**config.mk**
```make
export PLATFORM = sky130hd
export DESIGN_NAME = wb_port_arbiter_flat
export DESIGN_NICKNAME = d
export VERILOG_FILES = /design/src/rtl/defines.sv /design/src/rtl/wb_port_arbiter_pkg.sv /design/src/rtl/wb_port_arbiter_if.sv /design/src/rtl/rr_pick2.sv /design/src/rtl/wb_port_arbiter.sv /design/src/flat_wrapper.sv
export SDC_FILE = /design/constraint.sdc
export NUM_CORES = 1
export LEC_CHECK = 0
export CAP_MARGIN = 40
export CELL_PAD_IN_SITES_DETAIL_PLACEMENT = 0
export CELL_PAD_IN_SITES_GLOBAL_PLACEMENT = 1
export CORE_UTILIZATION = 35
export DETAILED_ROUTE_END_ITERATION = 10
export GPL_TIMING_DRIVEN = 0
export PLACE_DENSITY = 0.95
export SLEW_MARGIN = 20
export SYNTH_ARGS = -nofsm -noshare
export SYNTH_HDL_FRONTEND = slang
export SYNTH_SLANG_ARGS = --single-unit
```
**constraint.sdc**
```tcl
create_clock -name clock -period 17.6 [get_ports clock]
set_input_delay 3.52 -clock clock [delete_from_list [all_inputs] [get_ports clock]]
set_output_delay 3.52 -clock clock [all_outputs]
set_load 0.005 [all_outputs]
```
**src/rtl/defines.sv**
```systemverilog
`default_nettype none
`ifndef PREG_LENGTH
`define PREG_LENGTH 7
`endif
`ifndef PREG_RANGE
`define PREG_RANGE 6:0
`endif
`default_nettype wire

```
**src/rtl/wb_port_arbiter_pkg.sv**
```systemverilog
// +----------------------------------------------------------------------+
// | wb_port_arbiter_pkg : shared backend constants for writeback arbiter |
// | rev 1.0                                                              |
// +----------------------------------------------------------------------+
`default_nettype none
`ifndef PREG_LENGTH
`define PREG_LENGTH 7
`endif

package wb_port_arbiter_pkg;
    localparam int NUM_REQ     = 4;
    localparam int PREG_LENGTH = `PREG_LENGTH;
    localparam int DATA_W      = 64;

    localparam int REQ_ALU0 = 0;
    localparam int REQ_ALU1 = 1;
    localparam int REQ_MDU  = 2;
    localparam int REQ_LSU  = 3;
endpackage

`default_nettype wire

```
**src/rtl/wb_port_arbiter_if.sv**
```systemverilog
// +----------------------------------------------------------------------+
// | wb_port_arbiter_if : requester handshakes and register-file writes   |
// | rev 1.0                                                              |
// +----------------------------------------------------------------------+
`default_nettype none

interface wb_port_arbiter_if #(
    parameter int NUM_REQ = wb_port_arbiter_pkg::NUM_REQ
);
    import wb_port_arbiter_pkg::*;

    localparam int PTR_W = (NUM_REQ > 1) ? $clog2(NUM_REQ) : 1;

    logic [NUM_REQ-1:0]                  req_valid;
    logic [NUM_REQ-1:0][PREG_LENGTH-1:0] req_pdst;
    logic [NUM_REQ-1:0][DATA_W-1:0]      req_data;
    logic [NUM_REQ-1:0]                  req_ready;

    logic                   write0_en;
    logic [PREG_LENGTH-1:0] write0_idx;
    logic [DATA_W-1:0]      write0_data;
    logic                   write1_en;
    logic [PREG_LENGTH-1:0] write1_idx;
    logic [DATA_W-1:0]      write1_data;
    logic [PTR_W-1:0]       rr_ptr_dbg;

    modport master (
        output req_valid, req_pdst, req_data,
        input  req_ready,
        input  write0_en, write0_idx, write0_data,
        input  write1_en, write1_idx, write1_data,
        input  rr_ptr_dbg
    );

    modport slave (
        input  req_valid, req_pdst, req_data,
        output req_ready,
        output write0_en, write0_idx, write0_data,
        output write1_en, write1_idx, write1_data,
        output rr_ptr_dbg
    );
endinterface

`default_nettype wire

```
**src/rtl/rr_pick2.sv**
```systemverilog
// +----------------------------------------------------------------------+
// | rr_pick2 : picks the first two set bits of a mask in rotating order  |
// | rev 1.0                                                              |
// +----------------------------------------------------------------------+
`default_nettype none

module rr_pick2 #(
    parameter int NUM_REQ = 4,
    parameter int PTR_W   = 2
) (
    input  wire  [NUM_REQ-1:0] i_eligible,
    input  wire  [PTR_W-1:0]   i_ptr,
    output logic [NUM_REQ-1:0] o_grant0,
    output logic [NUM_REQ-1:0] o_grant1,
    output logic               o_valid0,
    output logic               o_valid1
);
    logic [PTR_W-1:0] w_idx;

    always_comb begin
        o_grant0 = '0;
        o_grant1 = '0;
        o_valid0 = 1'b0;
        o_valid1 = 1'b0;
        w_idx    = '0;
        for (int k = 0; k < NUM_REQ; k++) begin
            w_idx = PTR_W'((int'(i_ptr) + k) % NUM_REQ);
            if (i_eligible[w_idx]) begin
                if (!o_valid0) begin
                    o_grant0[w_idx] = 1'b1;
                    o_valid0        = 1'b1;
                end else if (!o_valid1) begin
                    o_grant1[w_idx] = 1'b1;
                    o_valid1        = 1'b1;
                end
            end
        end
    end
endmodule

`default_nettype wire

```
**src/rtl/wb_port_arbiter.sv**
```systemverilog
// +----------------------------------------------------------------------+
// | wb_port_arbiter : round-robin arbiter of writeback requesters onto   |
// | two register-file write ports.                       rev 1.0         |
// +----------------------------------------------------------------------+
`default_nettype none

module wb_port_arbiter
    import wb_port_arbiter_pkg::*;
#(
    parameter int NUM_REQ = wb_port_arbiter_pkg::NUM_REQ
) (
    input wire               clock,
    input wire               reset,
    wb_port_arbiter_if.slave bus
);
    localparam int PTR_W = (NUM_REQ > 1) ? $clog2(NUM_REQ) : 1;

    logic [NUM_REQ-1:0] w_eligible;
    logic [NUM_REQ-1:0] w_zero_accept;
    logic [NUM_REQ-1:0] w_shadow;
    logic [NUM_REQ-1:0] w_grant0;
    logic [NUM_REQ-1:0] w_grant1;
    logic               w_valid0;
    logic               w_valid1;
    logic [PTR_W-1:0]   w_idx0;
    logic [PTR_W-1:0]   w_idx1;
    logic [PTR_W-1:0]   w_ptr_next;

    logic [PTR_W-1:0]       r_rr_ptr;
    logic                   r_w0_en;
    logic [PREG_LENGTH-1:0] r_w0_idx;
    logic [DATA_W-1:0]      r_w0_data;
    logic                   r_w1_en;
    logic [PREG_LENGTH-1:0] r_w1_idx;
    logic [DATA_W-1:0]      r_w1_data;

    function automatic logic [PTR_W-1:0] f_scan_pos(input int idx, input logic [PTR_W-1:0] ptr);
        return PTR_W'((idx + NUM_REQ - int'(ptr)) % NUM_REQ);
    endfunction

    function automatic logic [PTR_W-1:0] f_onehot_idx(input logic [NUM_REQ-1:0] oh);
        logic [PTR_W-1:0] idx;
        idx = '0;
        for (int i = 0; i < NUM_REQ; i++)
            if (oh[i]) idx = PTR_W'(i);
        return idx;
    endfunction

    function automatic logic [PTR_W-1:0] f_wrap_inc(input logic [PTR_W-1:0] idx);
        return (idx == PTR_W'(NUM_REQ - 1)) ? '0 : idx + 1'b1;
    endfunction

    always_comb begin
        w_eligible    = '0;
        w_zero_accept = '0;
        for (int i = 0; i < NUM_REQ; i++) begin
            w_eligible[i]    = bus.req_valid[i] && (bus.req_pdst[i] != '0);
            w_zero_accept[i] = bus.req_valid[i] && (bus.req_pdst[i] == '0);
        end
    end

    // A requester whose pdst matches an eligible one earlier in scan order is held back,
    // so the two write ports can never target the same register in one cycle.
    always_comb begin
        w_shadow = '0;
        for (int i = 0; i < NUM_REQ; i++)
            for (int j = 0; j < NUM_REQ; j++)
                if (i != j && w_eligible[j] && (bus.req_pdst[j] == bus.req_pdst[i]) &&
                    (f_scan_pos(j, r_rr_ptr) < f_scan_pos(i, r_rr_ptr)))
                    w_shadow[i] = 1'b1;
    end

    rr_pick2 #(
        .NUM_REQ (NUM_REQ),
        .PTR_W   (PTR_W)
    ) u_pick (
        .i_eligible (w_eligible & ~w_shadow),
        .i_ptr      (r_rr_ptr),
        .o_grant0   (w_grant0),
        .o_grant1   (w_grant1),
        .o_valid0   (w_valid0),
        .o_valid1   (w_valid1)
    );

    assign w_idx0 = f_onehot_idx(w_grant0);
    assign w_idx1 = f_onehot_idx(w_grant1);

    always_comb begin
        w_ptr_next = r_rr_ptr;
        if (w_valid1)
            w_ptr_next = f_wrap_inc(w_idx1);
        else if (w_valid0)
            w_ptr_next = f_wrap_inc(w_idx0);
    end

    always_ff @(posedge clock or posedge reset) begin
        if (reset) begin
            r_rr_ptr  <= '0;
            r_w0_en   <= 1'b0;
            r_w0_idx  <= '0;
            r_w0_data <= '0;
            r_w1_en   <= 1'b0;
            r_w1_idx  <= '0;
            r_w1_data <= '0;
        end else begin
            r_rr_ptr <= w_ptr_next;
            r_w0_en  <= w_valid0;
            r_w1_en  <= w_valid1;
            if (w_valid0) begin
                r_w0_idx  <= bus.req_pdst[w_idx0];
                r_w0_data <= bus.req_data[w_idx0];
            end
            if (w_valid1) begin
                r_w1_idx  <= bus.req_pdst[w_idx1];
                r_w1_data <= bus.req_data[w_idx1];
            end
        end
    end

    assign bus.req_ready   = reset ? '0 : (w_grant0 | w_grant1 | w_zero_accept);
    assign bus.write0_en   = r_w0_en;
    assign bus.write0_idx  = r_w0_idx;
    assign bus.write0_data = r_w0_data;
    assign bus.write1_en   = r_w1_en;
    assign bus.write1_idx  = r_w1_idx;
    assign bus.write1_data = r_w1_data;
    assign bus.rr_ptr_dbg  = r_rr_ptr;
endmodule

`default_nettype wire

```
**src/flat_wrapper.sv**
```systemverilog
// flat-port wrapper written by rule: the top's interface ports become plain ports
module wb_port_arbiter_flat import wb_port_arbiter_pkg::*;
#(
    parameter int NUM_REQ = wb_port_arbiter_pkg::NUM_REQ
)
  (clock, reset, bus_req_valid, bus_req_pdst, bus_req_data, bus_req_ready, bus_write0_en, bus_write0_idx, bus_write0_data, bus_write1_en, bus_write1_idx, bus_write1_data, bus_rr_ptr_dbg);
  wb_port_arbiter_if #(.NUM_REQ(NUM_REQ)) bus_i ();
  input wire clock;
  input wire reset;
  input wire logic [$bits(bus_i.req_valid)-1:0] bus_req_valid;
  input wire logic [$bits(bus_i.req_pdst)-1:0] bus_req_pdst;
  input wire logic [$bits(bus_i.req_data)-1:0] bus_req_data;
  output wire logic [$bits(bus_i.req_ready)-1:0] bus_req_ready;
  output wire logic [$bits(bus_i.write0_en)-1:0] bus_write0_en;
  output wire logic [$bits(bus_i.write0_idx)-1:0] bus_write0_idx;
  output wire logic [$bits(bus_i.write0_data)-1:0] bus_write0_data;
  output wire logic [$bits(bus_i.write1_en)-1:0] bus_write1_en;
  output wire logic [$bits(bus_i.write1_idx)-1:0] bus_write1_idx;
  output wire logic [$bits(bus_i.write1_data)-1:0] bus_write1_data;
  output wire logic [$bits(bus_i.rr_ptr_dbg)-1:0] bus_rr_ptr_dbg;
  assign bus_i.req_valid = bus_req_valid;
  assign bus_i.req_pdst = bus_req_pdst;
  assign bus_i.req_data = bus_req_data;
  assign bus_req_ready = bus_i.req_ready;
  assign bus_write0_en = bus_i.write0_en;
  assign bus_write0_idx = bus_i.write0_idx;
  assign bus_write0_data = bus_i.write0_data;
  assign bus_write1_en = bus_i.write1_en;
  assign bus_write1_idx = bus_i.write1_idx;
  assign bus_write1_data = bus_i.write1_data;
  assign bus_rr_ptr_dbg = bus_i.rr_ptr_dbg;
  wb_port_arbiter #(.NUM_REQ(NUM_REQ)) u_core (.clock(clock), .reset(reset), .bus(bus_i));
endmodule
```
# After elaboration in Yosys (flattened, before gate mapping)
# Index checks and enable logic that the tools add are counted.
# op_classes
addsub,9
magnitude_cmp,22
eq_ne,14
n_mux,72
bitwise_logic,9
reduce_logical,45
# ops
op,count
64-bit binary-select mux with 2-bit select,2
64-bit 2-to-1 mux,2
7-bit == test,12
4-bit 2-to-1 mux,16
1-bit logical AND,36
1-bit 2-to-1 mux,32
7-bit binary-select mux with 2-bit select,2
7-bit logical NOT,4
4-bit OR,7
7-bit nonzero test,4
2-bit less-than comparator,12
2-bit by 3-bit less-than comparator with 1-bit output (second input constant),6
2-bit 2-to-1 mux,8
7-bit 2-to-1 mux,2
1-bit binary-select mux with 2-bit select,4
1-bit demux with 2-bit select,4
2-bit by 1-bit >= comparator with 1-bit output (second input constant),4
2-bit by 1-bit adder with 2-bit output (second input constant),3
2-bit adder (second input constant),2
4-bit AND,1
2-bit == test (second input constant),2
4-bit inverter,1
1-bit by 2-bit subtractor with 2-bit output (first input constant),2
2-bit subtractor (first input constant),2
2-bit nonzero test,1
# totals
register_bits,146
inputBits,290
out_inout_bits,150
elab_cells,178

# Depth between registers and ports, before layout
# depth
depth_word,28
depth_mapped,18
ltp_nobuf,12

# By module
# Synthesis repeated with hierarchy kept, for this count alone.
# unflattened
cells_unflattened,1289
area_unflattened_um2,10827.9
# modules_own_cells
module,n_inst,cells_each,area_each_um2,seq_area_each_um2
wb_port_arbiter,1,1238,10347.4,3653.5
rr_pick2,1,51,480.5,0.0

# Worst setup path before layout
# OpenSTA, ideal clock, no wires.
# synth_timing
path_type,in2out
from,input port reset
to,output port bus_req_ready[2]
arrival_time_ps,6984
t_required_ps,14080
setup_slack_ps,7096
cell_stages,2
n_path_buf,0
cell_sequence,inv_1 > o31a_1
# synth_via
elab_chain_len,1
# synth_lines
item,line_no,rtl
"start, declared",flat_wrapper.sv:9,input wire reset;
4-bit 2-to-1 mux,wb_port_arbiter.sv:120,assign bus.req_ready = reset ? '0 : (w_grant0 | w_grant1 | w_zero_accept);
"end, declared",flat_wrapper.sv:13,output wire logic [$bits(bus_i.req_ready)-1:0] bus_req_ready;
# Every way passes these cells.

# Worst setup path in the final report
# layout_timing
from,input port bus_req_pdst[11]
to,output port bus_req_ready[2]
# layout_via
elab_chain_len,25
word_cells_on_any_way,70
cone_classes,6 x eq/ne; 41 x mux; 9 x bitwise; 14 x reduce/logical
# layout_lines
item,line_no,rtl
"start, declared",flat_wrapper.sv:11,input wire logic [$bits(bus_i.req_pdst)-1:0] bus_req_pdst;
7-bit nonzero test,wb_port_arbiter.sv:57,w_eligible[i] = bus.req_valid[i] && (bus.req_pdst[i] != '0);
1-bit logical AND,wb_port_arbiter.sv:57,
1-bit logical AND (2 in a row),wb_port_arbiter.sv:68,if (i != j && w_eligible[j] && (bus.req_pdst[j] == bus.req_pdst[i]) &&
1-bit 2-to-1 mux (3 in a row),wb_port_arbiter.sv:68,
4-bit inverter,wb_port_arbiter.sv:77,".i_eligible (w_eligible & ~w_shadow),"
4-bit AND *,wb_port_arbiter.sv:77,
1-bit binary-select mux with 2-bit select,rr_pick2.sv:28,if (i_eligible[w_idx]) begin
1-bit 2-to-1 mux (not written as such),rr_pick2.sv:28,
[... 5 more ...],-,
4-bit 2-to-1 mux,rr_pick2.sv:29,if (!o_valid0) begin
4-bit 2-to-1 mux,rr_pick2.sv:28,
4-bit OR (no line),-,
4-bit 2-to-1 mux,rr_pick2.sv:32,end else if (!o_valid1) begin
4-bit 2-to-1 mux,rr_pick2.sv:29,
4-bit 2-to-1 mux,rr_pick2.sv:28,
4-bit OR * (2 in a row),wb_port_arbiter.sv:120,
4-bit 2-to-1 mux *,wb_port_arbiter.sv:120,
# Every way passes the cells marked *; elsewhere a longest branch is shown, timed or not. The select of a mux whose other input is x is not followed.

==> flow_summary.ini <==
[outcome]
status = finished, final reports clean

[timing]
fin_tns_setup_ps = 0
worst_slew_pin_slew_ps = 771
slew_headroom_pct = 48.6
hold_viol = 0
period_needed_ps = 11700
period_share_pct = 66.5
timing.hold.ws_ps = 535
fmax_mhz = 85.5
rsz0062_at_grt = false
setup_viol = 0
slew_violations = 0
skew_ps = 13.5
setup_slack_ps = 5900

[floorplan]
row_count = 64
pin_count = 440
initial_core_util_pct = 35.5
core_um2 = 30500
dieArea_um2 = 31700
die_h_um = 178
die_w_um = 178

[cts]
root_buffer = clkbuf_16
numCtsBuffers = 17
clk-insertion-delay-late_ps = 440
clkSinkCount = 146
cts_setup_buffers = 0
clk_pin_slew_worst_paths_ps = 70
cts_buffer_depth = 2
cts_tree = built
post_cts_resized = 0
htree_levels = 4
cts.hold.buffers_added = 0

[power]
total_power_w = 0.00377
pwr_density_cell_nw_per_um2 = 234
ir_drop_mv = 0.112
power.leakage_nw = 7.18

[placement]
portBuffers = 411
dpl_cell_area_um2 = 15500
dp_slack_ps = 5970
gp_congestion = 0.938
dp_hpwl_mm = 34.9

[logic_synthesis]
ys_ff_latch = 146
syn_area_um2 = 10800
synth_mux_area_share_pct = 19.6
synth_compound_area_share_pct = 23.6
synth-async-reset-ratio_pct = 100
ys_types = 65
synth_xor_area_share_pct = 3.47
synth_top_family_by_area = compound AO/OA/AOI/OAI gates
synthAdderAreaFrac_pct = 0.577
yosysWarnings = 0
syn-num-nets = 1426
syn_area_per_cell_um2 = 9.59
synth-simple-area-share_pct = 12.6
synth-edff-count = 0
ys_seq_area_share_pct = 33.7
synthFlopType = dfrtp_1
postSynthCellCount = 1131

[global_routing]
grt_max_degree = 77
grt_first_pass_wirelength_mm = 68.5
grt_pass1_vias = 11500
grt-ovfl-total = 0
antenna_found_initial = 1
track_usage_pct = 28.6

[cells_and_area]
fillers = 2789
fin_area_um2 = 16100
drive_above_1_share_pct = 14.2
final_nets = 1858
syn_to_final_growth_pct = 48.2

[flow_run]
cap_violations = 0

[min_path]
hp-class = reg -> reg

[routing]
vias = 11300
drt-initial-drc-count = 847
routedWlPerCell_um = 23.5
viasPerCell = 5.72
remaining_drc_errors = 0
routed_wl_mm = 46.3
first_pass_iters = 5
drtAntennaViolNets = 0

[critical_path]
cp.arrival_ps = 8180
end_kind = output port
start_kind = input pin
crit_required_ps = 14080
worst-path-max-fanout = 10
crit_type = in -> out
[registers in the layout (all words and copies together) (netlist names)]
register and cells:
u_core.bus.write0_en 1, u_core.bus.write1_en 1, u_core.bus.rr_ptr_dbg 2, u_core.bus.write0_data 64, u_core.bus.write1_data 64, u_core.bus.write0_idx 7
u_core.bus.write1_idx 7
[per-layer routing]
layer	up-vias	wire length [um]	track usage, %
met5	-	0	0
li1	5031	-	-
met1	5525	19000	36.5
met3	119	3340	5.75
met4	0	2310	14.0
met2	610	21700	46.0
[logic make-up (layout without fill, tap and decap cells)]
logic type | Yosys count | count (layout)
AOI/OAI and AO/OA | 337 | 337
and+or+nand+nor | 261 | 261
muxes | 210 | 210
DFF | 146 | 146
buffers and inverters | 129 | 574
xor gates and xnor gates | 43 | 43
adders and majority gates | 5 | 5
other | 0 | 1
[per-stage QoR]
stage          cells  utilization, %
6_report        1973            52.7
5_1_grt         1973            52.7
4_1_cts         1972            52.7
3_5_place_dp    1940            50.8
3_3_place_gp    1938            50.7
2_1_floorplan   1131               -
[synthesized netlist by cell type (3+ instances only)]
cell type / count / area (um^2)
xor2_1: 8 / 70.1
ha_1: 5 / 62.6
nand2_1: 13 / 48.8
a211oi_1: 17 / 128
nand3_1: 7 / 35.0
or4_1: 5 / 37.5
inv_1: 12 / 45.0
nand2b_1: 5 / 31.3
a21oi_1: 85 / 425
nand4_1: 8 / 50.1
buf_4: 15 / 113
o31ai_1: 9 / 67.6
buf_2: 11 / 55.1
a222oi_1: 3 / 30.0
and3_1: 6 / 37.5
a31oi_1: 3 / 18.8
clkbuf_1: 69 / 259
nor3_1: 5 / 25.0
a211oi_2: 58 / 726
nor4_1: 13 / 81.3
xnor2_1: 35 / 307
o21ai_1: 63 / 315
o22ai_1: 7 / 43.8
nor2_1: 107 / 402
buf_1: 5 / 18.8
or4b_1: 3 / 30.0
mux2i_1: 203 / 2030
buf_8: 6 / 90.1
buf_6: 10 / 113
mux2_1: 4 / 45.0
nor4b_1: 4 / 35.0
a21o_1: 7 / 52.6
dfrtp_1: 146 / 3650
a22o_1: 61 / 534
or2_2: 73 / 457
or3_1: 3 / 18.8
[cell type report]
type                            instances  area (um^2)  area share [%]
Multi-Input combinational cell        856         6500            40.4
Timing Repair Buffer                  413         4150            25.8
Sequential cell                       146         3650            22.7
Buffer                                116          648            4.03
Tap cell                              396          495            3.08
Clock buffer                           17          425            2.65
Clock inverter                         15          139           0.864
Inverter                               13         56.3           0.350
Antenna cell                            1         2.50          0.0156
[cells in the final DEF (no fill, tap or decap), types with 11 or more instances in the layout]
cell,netlist,final
a211oi_1,17,17
a211oi_2,58,58
a21oi_1,85,85
a22o_1,61,61
buf_2,11,11
buf_4,15,15
buf_6,10,11
clkbuf_1,69,69
clkbuf_16,0,17
clkdlybuf4s50_1,0,411
dfrtp_1,146,146
inv_1,12,11
mux2i_1,203,203
nand2_1,13,13
nor2_1,107,107
nor4_1,13,13
o21ai_1,63,63
or2_2,73,73
xnor2_1,35,35
[report_power, final]
part	total, W	switching [W]	internal, W
clock network	0.000373	0.000184	0.000189
registers	0.000660	0.000116	0.000545
logic	0.00274	0.00147	0.00126
total	0.00377	0.00177	0.00200
[critical path: stages]
cell and delay (ps):
clkbuf_1 220, nor4_1 570, a21boi_0 230, and4_1 290, nor4b_1 380, or2_2 240
clkbuf_1 350, xor2_1 150, and3_1 210, a211oi_1 250, buf_2 380, clkbuf_1 450
inv_1 160, o31a_1 310, clkdlybuf4s50_1 450
[worst paths after layout]
check	slack, ps	to	startpoint	cells past startpoint
hold / removal	530	u_core.bus.write0_data[14]$_DFFE_PP0P_	u_core.bus.write0_data[14]$_DFFE_PP0P_	2
setup / recovery	5900	bus_req_ready[2]	bus_req_pdst[11]	15
setup reg to reg	12360	u_core.bus.write0_data[46]$_DFFE_PP0P_	u_core.bus.rr_ptr_dbg[1]$_DFFE_PP0P_	15
hold reg to reg	530	u_core.bus.write0_data[14]$_DFFE_PP0P_	u_core.bus.write0_data[14]$_DFFE_PP0P_	2
max in group asynchronous	13150	u_core.bus.write0_data[26]$_DFFE_PP0P_	reset	3
min in group asynchronous	3630	u_core.bus.write0_idx[5]$_DFFE_PP0P_	reset	2
(Power assumes the default switching activity.)
